**config.mk**
```make
export PLATFORM = sky130hd
export DESIGN_NAME = mem_arbiter
export DESIGN_NICKNAME = d
export VERILOG_FILES = /design/src/rtl/mem_arbiter_pkg.sv /design/src/rtl/mem_arbiter_byte_assembler.sv /design/src/rtl/mem_arbiter.sv
export SDC_FILE = /design/constraint.sdc
export NUM_CORES = 1
export LEC_CHECK = 0
export BUFFER_PORTS_ARGS = -buffer_cell sky130_fd_sc_hd__buf_2
export CORE_UTILIZATION = 58
export CTS_CLUSTER_DIAMETER = 80
export CTS_CLUSTER_SIZE = 16
export DETAILED_ROUTE_END_ITERATION = 8
export PLACE_DENSITY_LB_ADDON = 0.1
export SYNTH_ARGS = -nofsm -noshare
export SYNTH_HDL_FRONTEND = slang
export SYNTH_SLANG_ARGS = --single-unit
export TNS_END_PERCENT = 10
```
**constraint.sdc**
```tcl
create_clock -name clk -period 4.6 [get_ports clk]
set_input_delay 1.15 -clock clk [delete_from_list [all_inputs] [get_ports clk]]
set_output_delay 1.15 -clock clk [all_outputs]
set_load 0.02 [all_outputs]
```
**src/rtl/mem_arbiter_pkg.sv**
```systemverilog
// Shared types for the byte-wide RAM port arbiter: FSM states, grant owner,
// LSB access size codes and the size -> byte count mapping.
package mem_arbiter_pkg;

  typedef enum logic [1:0] {
    MA_IDLE  = 2'd0,
    MA_IC_RD = 2'd1,
    MA_LS_RD = 2'd2,
    MA_LS_WR = 2'd3
  } state_t;

  typedef enum logic {
    GR_IC  = 1'b0,
    GR_LSB = 1'b1
  } grant_t;

  localparam logic [1:0] SZ_B = 2'b00;
  localparam logic [1:0] SZ_H = 2'b01;
  localparam logic [1:0] SZ_W = 2'b10;

  // Bytes per access; the reserved size code 11 behaves as a word.
  function automatic logic [2:0] byte_count(input logic [1:0] size);
    case (size)
      SZ_B:    return 3'd1;
      SZ_H:    return 3'd2;
      default: return 3'd4;
    endcase
  endfunction

endpackage

```
**src/rtl/mem_arbiter_byte_assembler.sv**
```systemverilog
// mem_byte_assembler: collects up to four RAM bytes little-endian into a
// 32-bit word. The word is zeroed when a new access starts, so bytes beyond
// the access size read back as 0. word_nxt already includes the byte being
// captured this cycle, letting the owner return data on the final edge.
import mem_arbiter_pkg::*;

module mem_byte_assembler (
  input  logic        clk,
  input  logic        rst,
  input  logic        load,
  input  logic [1:0]  load_size,
  input  logic        cap,
  input  logic [1:0]  idx,
  input  logic [7:0]  din,
  output logic [2:0]  nbytes,
  output logic [31:0] word_nxt
);

  logic [31:0] word;
  logic [1:0]  size_q;

  // Latch access size and clear the word on start; insert bytes on capture.
  always_ff @(posedge clk) begin
    if (rst) begin
      word   <= '0;
      size_q <= SZ_B;
    end else if (load) begin
      word   <= '0;
      size_q <= load_size;
    end else if (cap) begin
      word   <= word_nxt;
    end
  end

  // Merge the incoming byte into its lane.
  always_comb begin
    word_nxt = word;
    if (cap) word_nxt[{idx, 3'b000} +: 8] = din;
  end

  assign nbytes = byte_count(size_q);

endmodule

```
**src/rtl/mem_arbiter.sv**
```systemverilog
// mem_arbiter: owns the byte-wide RAM port, alternating between I-cache
// refills (4-byte reads) and the load/store buffer (1/2/4-byte reads and
// writes). Each request is split into consecutive byte accesses.
// Optional build macro MEM_ARBITER_IO_STALL_EN: holds store bytes aimed at the
// IO region (addr[17:16] == IO_HI) while the UART FIFO reports full.
import mem_arbiter_pkg::*;

module mem_arbiter #(
  parameter int         ADDR_W = 32,
  parameter logic [1:0] IO_HI  = 2'b11
) (
  input  logic              clk,
  input  logic              rst,
  input  logic              rdy,
  input  logic              clear,
  input  logic              ic_req,
  input  logic [ADDR_W-1:0] ic_addr,
  output logic              ic_done,
  output logic [31:0]       ic_data,
  input  logic              lsb_req,
  input  logic              lsb_wr,
  input  logic [1:0]        lsb_size,
  input  logic [ADDR_W-1:0] lsb_addr,
  input  logic [31:0]       lsb_wdata,
  output logic              lsb_done,
  output logic [31:0]       lsb_rdata,
  input  logic [7:0]        mem_din,
  output logic [7:0]        mem_dout,
  output logic [ADDR_W-1:0] mem_a,
  output logic              mem_wr,
  input  logic              io_buffer_full
);

  state_t            state;
  grant_t            last_grant;
  logic [2:0]        cnt;
  logic [ADDR_W-1:0] base;
  logic [31:0]       wdata_q;
  logic              wr_q;

  logic        ic_v, ls_v, grant_ic, grant_ls;
  logic        asm_load, asm_cap, last, is_io, io_stall;
  logic [1:0]  asm_idx;
  logic [2:0]  nbytes;
  logic [31:0] asm_word;

  // A port whose done is high this cycle is not eligible again yet.
  assign ic_v     = ic_req  && !ic_done;
  assign ls_v     = lsb_req && !lsb_done;
  assign grant_ic = ic_v && (!ls_v || last_grant == GR_LSB);
  assign grant_ls = ls_v && !grant_ic;

  assign last     = (cnt == nbytes);
  assign asm_idx  = cnt[1:0] - 2'd1;
  assign asm_load = rdy && !clear && state == MA_IDLE && (grant_ic || grant_ls);
  assign asm_cap  = rdy && !clear && (state == MA_IC_RD || state == MA_LS_RD);
  assign is_io    = (base[17:16] == IO_HI);

`ifdef MEM_ARBITER_IO_STALL_EN
  assign io_stall = (state == MA_LS_WR) && is_io && io_buffer_full;
`else
  // Feature off: stores never wait on the UART FIFO.
  assign io_stall = is_io & io_buffer_full & 1'b0;
`endif

  // A held byte (rdy low or IO stall) is simply not strobed; it goes out
  // again unchanged once the hold lifts.
  assign mem_wr = wr_q && rdy && !io_stall;

  mem_byte_assembler u_asm (
    .clk       (clk),
    .rst       (rst),
    .load      (asm_load),
    .load_size (grant_ic ? SZ_W : lsb_size),
    .cap       (asm_cap),
    .idx       (asm_idx),
    .din       (mem_din),
    .nbytes    (nbytes),
    .word_nxt  (asm_word)
  );

  // Arbitration, byte sequencing and done/data return.
  always_ff @(posedge clk) begin
    if (rst) begin
      state      <= MA_IDLE;
      last_grant <= GR_LSB;
      cnt        <= '0;
      base       <= '0;
      wdata_q    <= '0;
      wr_q       <= 1'b0;
      mem_a      <= '0;
      mem_dout   <= '0;
      ic_done    <= 1'b0;
      ic_data    <= '0;
      lsb_done   <= 1'b0;
      lsb_rdata  <= '0;
    end else begin
      ic_done  <= 1'b0;
      lsb_done <= 1'b0;
      if (rdy) begin
        case (state)
          MA_IDLE: begin
            if (!clear && grant_ic) begin
              state      <= MA_IC_RD;
              last_grant <= GR_IC;
              base       <= ic_addr;
              mem_a      <= ic_addr;
              wr_q       <= 1'b0;
              cnt        <= 3'd1;
            end else if (!clear && grant_ls) begin
              state      <= lsb_wr ? MA_LS_WR : MA_LS_RD;
              last_grant <= GR_LSB;
              base       <= lsb_addr;
              mem_a      <= lsb_addr;
              wdata_q    <= lsb_wdata;
              mem_dout   <= lsb_wdata[7:0];
              wr_q       <= lsb_wr;
              cnt        <= 3'd1;
            end
          end
          MA_IC_RD, MA_LS_RD: begin
            if (clear) begin
              state <= MA_IDLE;
              cnt   <= '0;
              wr_q  <= 1'b0;
            end else if (last) begin
              state <= MA_IDLE;
              cnt   <= '0;
              if (state == MA_IC_RD) begin
                ic_done <= 1'b1;
                ic_data <= asm_word;
              end else begin
                lsb_done  <= 1'b1;
                lsb_rdata <= asm_word;
              end
            end else begin
              mem_a <= base + ADDR_W'(cnt);
              cnt   <= cnt + 3'd1;
            end
          end
          MA_LS_WR: begin
            // Stores are already committed, so a flush does not stop them.
            if (!io_stall) begin
              if (last) begin
                state    <= MA_IDLE;
                cnt      <= '0;
                wr_q     <= 1'b0;
                lsb_done <= 1'b1;
              end else begin
                mem_a    <= base + ADDR_W'(cnt);
                mem_dout <= wdata_q[{cnt[1:0], 3'b000} +: 8];
                cnt      <= cnt + 3'd1;
              end
            end
          end
          default: state <= MA_IDLE;
        endcase
      end
    end
  end

endmodule

```
==> results of run 1 <==
==> tightest hold or removal path, delay by kind of cell (launching register included) <==
kind	cells	cell delay (ps)
flops	1	300
compound gates	1	50
simple gates	1	50
==> flip-flops by register name, summed over array words and instances, names as in the netlist <==
signal / count
base: 32
ic_data: 32
lsb_rdata: 32
mem_a: 32
u_asm.word: 32
wdata_q: 32
mem_dout: 8
cnt: 3
state: 2
u_asm.size_q: 2
ic_done: 1
last_grant: 1
lsb_done: 1
wr_q: 1
==> stage by stage <==
step	power (uW)	utilization	setup slack, ps	instances
detailed placement	2490	0.666	1070	1445
global placement	2480	0.666	1160	1445
finish	3770	0.694	1530	1465
global route	3910	0.694	1330	1464
floorplan	2320	-	1270	1074
CTS	3790	0.694	1540	1464
==> kinds of logic after synthesis <==
group | count (synthesis) | share of synthesized area
simple gates | 416 | 0.212
compound gates | 282 | 0.204
flops | 211 | 0.451
buf+inv | 93 | 0.0420
mux | 46 | 0.0600
xor+xnor | 13 | 0.0122
fa+ha+maj | 13 | 0.0182
==> report_power, final <==
part / switching [uW] / internal (uW) / total [uW]
combinational: 316 / 191 / 507
sequential: 53.6 / 1900 / 1950
clock: 642 / 667 / 1310
total: 1010 / 2750 / 3770
==> placed cells by master (no fill, tap or decap), drive strengths merged, types with 17 or more instances in the layout <==
cell type,count
a211oi,96
a21oi,93
and3,42
buf,233
clkbuf,17
dfxtp,211
mux2i,37
nand2,93
nand3,44
nor2,146
nor3,19
o21ai,19
==> how the worst max path moves through the flow <==
stage                start   endpoint  slack (ps)  cells after the start
finish                 rdy     mem_wr        1530                      3
global route        cnt[1]  mem_a[14]        1330                      6
CTS                    rdy     mem_wr        1540                      3
detailed placement   clear  mem_a[26]        1070                      6
global placement     clear   mem_a[3]        1160                      6
floorplan              rdy     mem_wr        1270                      4
==> area by class of cell <==
type / instances / area share
Multi-Input combinational cell: 770 / 0.433
Sequential cell: 211 / 0.384
Timing Repair Buffer: 233 / 0.112
Clock buffer: 17 / 0.0387
Tap cell: 216 / 0.0246
Inverter: 15 / 0.00512
Clock inverter: 2 / 0.00228
Antenna cell: 1 / 0.000228
==> per-layer routing <==
| metal | vias to the layer above | routed length [um] | track usage |
|---|---|---|---|
| met3 | 42 | 1430 | 0.0434 |
| met4 | 0 | 461 | 0.0692 |
| met2 | 282 | 10800 | 0.444 |
| li1 | 4266 | - | - |
| met1 | 3936 | 10900 | 0.387 |
| met5 | - | 0 | 0 |
==> metrics list, run 1 <==
- The run finished with clean final reports.
- Height of the die: 129 um
- Num CTS Buffers: 17
- After clock tree synthesis, the clock-pin slew on the worst setup and hold paths is 50 ps.
* CP startpoint kind: input pin
* Cell class contributing the biggest share of worst-path delay: buffers and inverters
- Before antenna repair, the detailed router went through 5 iterations.
- Area of the multi-input gates: 4760 um^2
* Worst reg2reg setup slack: 1550 ps
* Syn Std Cell Area: 9360 um^2
* Worst hold path stage count: 2
- Final setup violation count: 0
- At the worst endpoint, the arrival time is 1920 ps.
- Required time at the worst-slack endpoint: 3450 ps
* Cells along the critical path: buf_2 > and2_1 > buf_2
- The initial antenna violation count is 0.
- The root buffer cell chosen for the clock tree is clkbuf_16.
- Startpoint-to-endpoint class of the critical path: in2out
* Buffers inserted by post-CTS timing repair: 0
- The share of synthesized area in the top cell type comes to 0.451.
* Design Area, Final: 11000 um^2
* Fmax: 325 MHz
* Hold-fix buffers, CTS: 0
* Minimum period implied by the final worst setup slack: 3070 ps
- Detailed placement finished with a half-perimeter wire length of 16100 um.
- Total Routed Length: 23600 um
- Most repeated cell in the gate-level netlist after synthesis: dfxtp_1
- The worst hold path begins at wdata_q[30].
- Largest voltage drop on the vdd net: 306 uV
- Counting stages on the worst path, the most repeated cell is buf_2.
* Average detailed-routed wire length per instance: 16.1 um
- The largest single stage delay on the critical path is 400 ps.
- Clock skew on the completed layout was measured at 32.6 ps.
- Summing all flip-flop and latch instances after layout gives 4220 um^2.
* Cell area power density: 343 nW/um^2
- In this run the horizontal extent of the chip is 129 um.
* Cell leakage power: 0.00452 uW
- Number of buffers on the longest clock path: 3
- The layout has 1368 filler cells.
- CP max-delay cell: buf_2
* Number of warnings printed during yosys synthesis: 0
- TritonCTS built the clock tree.
* Vias in the first global route: 7437
* Endpoint of the worst hold-timing path: wdata_q[30]
* Max Cap Viol: 0
* Total global routing overflow: 0
- Entering global routing, the biggest net connects 87 pins.
- Distinct cell type count of the synthesized netlist: 63
- Hold timing on the final database bottoms out at a slack of 452 ps.
- The tightest min-delay check is of the reg2reg type.
- Port buffering added 219 buffers.
* Unrepaired setup endpoints after global routing: false
- Share of flip-flops with an asynchronous set or reset: 0
* Synth Flop Type: dfxtp_1
- Ranking of synthesized cells by area: dfxtp_1 (45%), a211oi_1 (7.7%), nor2_1 (5.9%)
* Combined global-route utilization of all metal layers: 0.276
- Total Die Area: 16600 um^2
- Ratio of cells with drive above 1 in the final layout: 0.222
- Later-pin clock latency in the skew report: 490 ps
- Critical path buffer and inverter count: 2
- Final-layout setup total negative slack: 0 ps
* Critical R2R Launch: cnt[1]
- List of most frequent post-synthesis cells: dfxtp_1 (211), nor2_1 (146), a211oi_1 (96)
- The floorplan has 46 rows.
- Placed Instance Area: 10500 um^2
- Proportion of synthesized chip area in sequential cells: 0.451
- The max-slew violation count was 0.
- Counting every net in the synthesized netlist gives 1201.
- Clock tree sinks: 211
- Final Hold Vio Count: 0
* Core area: 15800 um^2
- In this run the critical register-to-register path is captured at mem_a[12].
- Across all layers, the routed design uses 8526 vias.
- In this run the remaining antenna-violating nets after routing total 0.
* Seq cells post-synth: 211
* Routability-driven placement congestion ratio: 0.904
- Worst-case headroom to the max-slew limit: 0.249
* PostCTS Resize Cnt: 0
* Final critical-path share of the clock period: 0.668
- CTS built an H-tree with a depth of 1.
* Final Net Count: 1375
* Wire length of the first global-routing pass: 37200 um
- After technology mapping, the gate count stands at 1074.
- After the first detailed-routing iteration, the DRC count stood at 624.
- DRC errors left: 0
- Layout-stage area growth over the synthesis result: 17.5%
* Top-Level Pins: 221
- Worst-margin pin slew: 1120 ps
- Dominant cell type by area after synthesis: dfxtp_1
* Number of enable-type register cells in the synthesized netlist: 0
* Element type at the critical path end: primary output
* Top fanout value on the critical path: 27
* DR vias/cell: 5.82
- Initial Utilization: 0.591
* Worst R2R Path Depth: 6
- Averaged over all synthesized cells, the footprint is 8.71 um^2.
No activity file was read; power rests on OpenSTA's default activity.
==> inputs of run 2 (changes only) <==
- ABC_AREA: default -> 1
- CORE_UTILIZATION: 58 -> 55
- clock period: 4.6 -> 3.15 ns (I/O delays scaled with it)
==> run 2 against run 1 <==
  * Cell count up 28%
  * Die area up 13%
  * Cell area up 5.7%
  * Via count up 16%
  * Synthesized area up 6.9%
  * First-iteration DRC count down 10%
  * Routed wire length up 14%
  * Combinational power up 130%
  * Highest routed layer unchanged
==> metrics list, run 2 <==
- The final design instance area without fill is 11600 um^2 (+5.7%).
- Final-layout setup total negative slack: 0 ps (unchanged)
- The fraction of final layout cells sized beyond drive strength 1 is 0.179 (-0.0427).
- Clock network fraction of design power: 0.320 (-0.028)
* Worst reg2reg setup slack: 490 ps (-1060 ps)
* Final setup violation count: 0 (unchanged)
* Buffers inserted by post-CTS timing repair: 0 (unchanged)
- Switching part of the total power: 0.302 (+0.0332)
* Routed via count: 9866 (+16%)
* Final Hold Vio Count: 0 (unchanged)
- STA classifies the critical path endpoint as a flip-flop.
* Worst Min Path Start: wdata_q[12]
- HPWL after DPL: 18700 um (+16%)
- Number of iterations in the first detailed-routing pass: 5 (unchanged)
- Cell leakage power: 0.00547 uW (+21%)
- Wire length of the first global-routing pass: 42900 um (+15%)
- Leaving out fill and tap cells, the most frequent cells in the layout are nand2_1 (321), buf_2 (219), dfxtp_1 (211), nor2_1 (198), o21ai_0 (197).
- TritonCTS clock tree: yes
- Crit Reg-Reg Endpoint: ic_data[24]
- The total number of clock tree sinks is 211 (unchanged).
- Most common cell after layout, fill and taps aside: nand2_1
- Number of warnings printed during yosys synthesis: 0 (unchanged)
- In the synthesized netlist the dominant register cell turns out to be dfxtp_1.
- Total Routed Length: 26900 um (+14%)
* Routability-driven placement congestion ratio: 0.929 (+2.7%)
- The synthesized net count came to 1603 (+33%).
* Later-pin clock latency in the skew report: 480 ps (about the same)
- The iteration-0 DRC count of the detailed router came to 559 (-10%).
- Class of the most critical hold timing path: reg2reg
- DRC errors left: 0 (unchanged)
* Worst R2R Path Depth: 7 (+1)
- Num CTS Buffers: 17 (unchanged)
* Total global routing overflow: 0 (unchanged)
- The core area came to 17500 um^2 (+11%).
- PostCTS Resize Cnt: 0 (unchanged)
- Clock transition at the registers of the reported paths: 80 ps (+30 ps)
- For hold timing, the worst endpoint is wdata_q[12].
* Total Die Area: 18700 um^2 (+13%)
- The startpoint identified for the worst register-to-register timing path is cnt[0].
* DR vias/cell: 5.26 (-9.6%)
- ANT cells: 0 (-1)
* Horizontal die dimension: 137 um (+6.1%)
- Most repeated cell in the gate-level netlist after synthesis: nand2_1
- Hold-fix buffers, CTS: 0 (unchanged)
- Average detailed-routed wire length per instance: 14.3 um (-11%)
- Launching element of the worst setup path: cnt[0]
* Mapped Cells: 1476 (+37%)
- Minimum period implied by the final worst setup slack: 2660 ps
- Distinct cell type count of the synthesized netlist: 32 (-49%)
- Height of the die: 137 um (+6.1%)
* Ranking of synthesized cells by area: dfxtp_1 (42%), nand2_1 (12%), o21ai_0 (9.9%)
- Combinational power share: 0.192 (+0.057)
- Number of rows in the core area: 48 (+4.3%)
* Share of flip-flops with an asynchronous set or reset: 0 (unchanged)
- Placed Instance Area: 11200 um^2 (+6.1%)
* Worst-margin pin slew: 787 ps (-329 ps)
* Post-DRT Antenna Nets: 0 (unchanged)
- Fmax: 375 MHz
- Worst-case headroom to the max-slew limit: 0.475 (+0.226)
- Clock tree synthesis selected as its root buffer the cell clkbuf_16.
- The overall track demand over capacity in global routing was 0.287 (+0.0113).
- The share of the synthesized area in the top cell type was 0.422 (-0.0292).
* CP startpoint kind: flip-flop
- The power per standard cell area is 515 nW/um^2 (+50%).
* Proportion of synthesized chip area in sequential cells: 0.422 (-0.0292)
* Seq cells post-synth: 211 (unchanged)
- Portion of total power attributed to sequential cells: 0.488 (-0.030)
* Highest cell delay on the worst timing path: 720 ps (+320 ps)
- Number of enable-type register cells in the synthesized netlist: 0 (unchanged)
- The initial antenna violation count came to 0 (unchanged).
- CP max-delay cell: inv_2
- Number of buffers on the longest clock path: 3 (unchanged)
* Worst hold path stage count: 2 (unchanged)
- The worst-path maximum fanout is 50 (+85%).
- The number of primary I/O pins is 221 (unchanged).
- Largest voltage drop on the vdd net: 416 uV (+36%)
- Initial Utilization: 0.570 (-0.0207)
- Final Net Count: 1778 (+29%)
* Final Skew: 14.4 ps (-18.2 ps)
* Cells along the critical path: inv_2 > nand4_1 > nand2_2 > nand4_2 > inv_2 > o21ai_0 > a21oi_1
* Top cell by count, worst path: inv_2
- List of most frequent post-synthesis cells: nand2_1 (321), dfxtp_1 (211), nor2_1 (198)
- Number of levels the H-tree was split into: 1 (unchanged)
* Layout-stage area growth over the synthesis result: 16.1%
- Setup repair after global routing left no endpoint under its margin.
- dfxtp_1 takes more of the synthesized area than any other cell.
- The mean instance size in the synthesized netlist came to 6.78 um^2 (-22%).
- The internal power contribution came to 4170 uW (+52%).
- The netlist area before placement came to 10000 um^2 (+6.9%).
- Max Cap Viol: 0 (unchanged)
- Sw power: 1810 uW (+78%)
* Startpoint-to-endpoint class of the critical path: reg2reg
* Result of the run: finished clean
* Vias in the first global route: 8828 (+19%)
* Largest net degree at the start of global routing: 73 (-16%)
- I/O Buffers: 219 (unchanged)
- The signal arrival time at the worst endpoint came to 3070 ps (+1150 ps).
- Dividing the final minimum period by the clock period gives 0.846.
* Required time at the worst-slack endpoint: 3550 ps (+100 ps)
- The max-slew violation count was 0 (unchanged).
==> run 2: changes by cell type after synthesis, sizes merged, moves of 42 or more <==
cell,previous run,this run
a211oi,96,0
and3,42,0
inv,14,158
nand2,93,322
nor2,146,205
o21ai,19,203
==> run 2: cell type report <==
class | count | area (um^2)
Sequential cell | 211 | 4220
Multi-Input combinational cell | 1025 | 4820
Fill cell | 1647 | 5920
Clock buffer | 17 | 425
Clock inverter | 2 | 16.3
Timing Repair Buffer | 237 | 1260
Tap cell | 225 | 282
Inverter | 159 | 598
==> run 2: metal layers <==
layer,vias up,share of wire,track usage
met5,-,0,0
met3,60,0.051,0.0289
li1,5102,-,-
met4,0,0.033,0.114
met2,301,0.49,0.505
met1,4403,0.43,0.359
==> run 2: worst max-delay path, delay by kind of cell (launching register included) <==
kind            cells  cell delay [ps]
compound gates      2              330
flops               1              350
simple gates        3              830
buf+inv             2             1030
==> run 2: cell families after synthesis <==
group | synth area share
and+or+nand+nor | 0.260
AOI/OAI and AO/OA | 0.202
buffers and inverters | 0.0977
DFF | 0.422
adders and majority gates | 0.0170
xor gates and xnor gates | 0.000876
==> run 2: per-stage QoR <==
stage               std cells  power [uW]  hold WS (ps)  setup WS, ps  utilization
CTS                      1876        6030           456           466        0.663
finish                   1876        5980           455           486        0.663
global route             1876        6280           469           161        0.663
floorplan                1476        3760           430          1190            -
detailed placement       1857        4120           444           487        0.637
global placement         1857        4110           442           499        0.637
==> run 2: worst max path at each step <==
stage | to | slack [ps] | cells past startpoint
2_1_floorplan | ic_data[0] | 1190 | 10
3_3_place_gp | ic_data[11] | 500 | 6
3_5_place_dp | ic_data[20] | 490 | 6
4_1_cts | ic_data[24] | 470 | 7
5_1_grt | ic_data[23] | 160 | 7
6_report | ic_data[24] | 490 | 7
==> run 2: power by group through the flow <==
stage                     Sequential, uW  Clock (uW)  Combinational (uW)
final                               2920        1910                1150
after global routing                2940        2040                1300
after CTS                           2920        1960                1150
after detailed placement            2980           0                1140
after global placement              2980           0                1130
after floorplan                     3060           0                 699
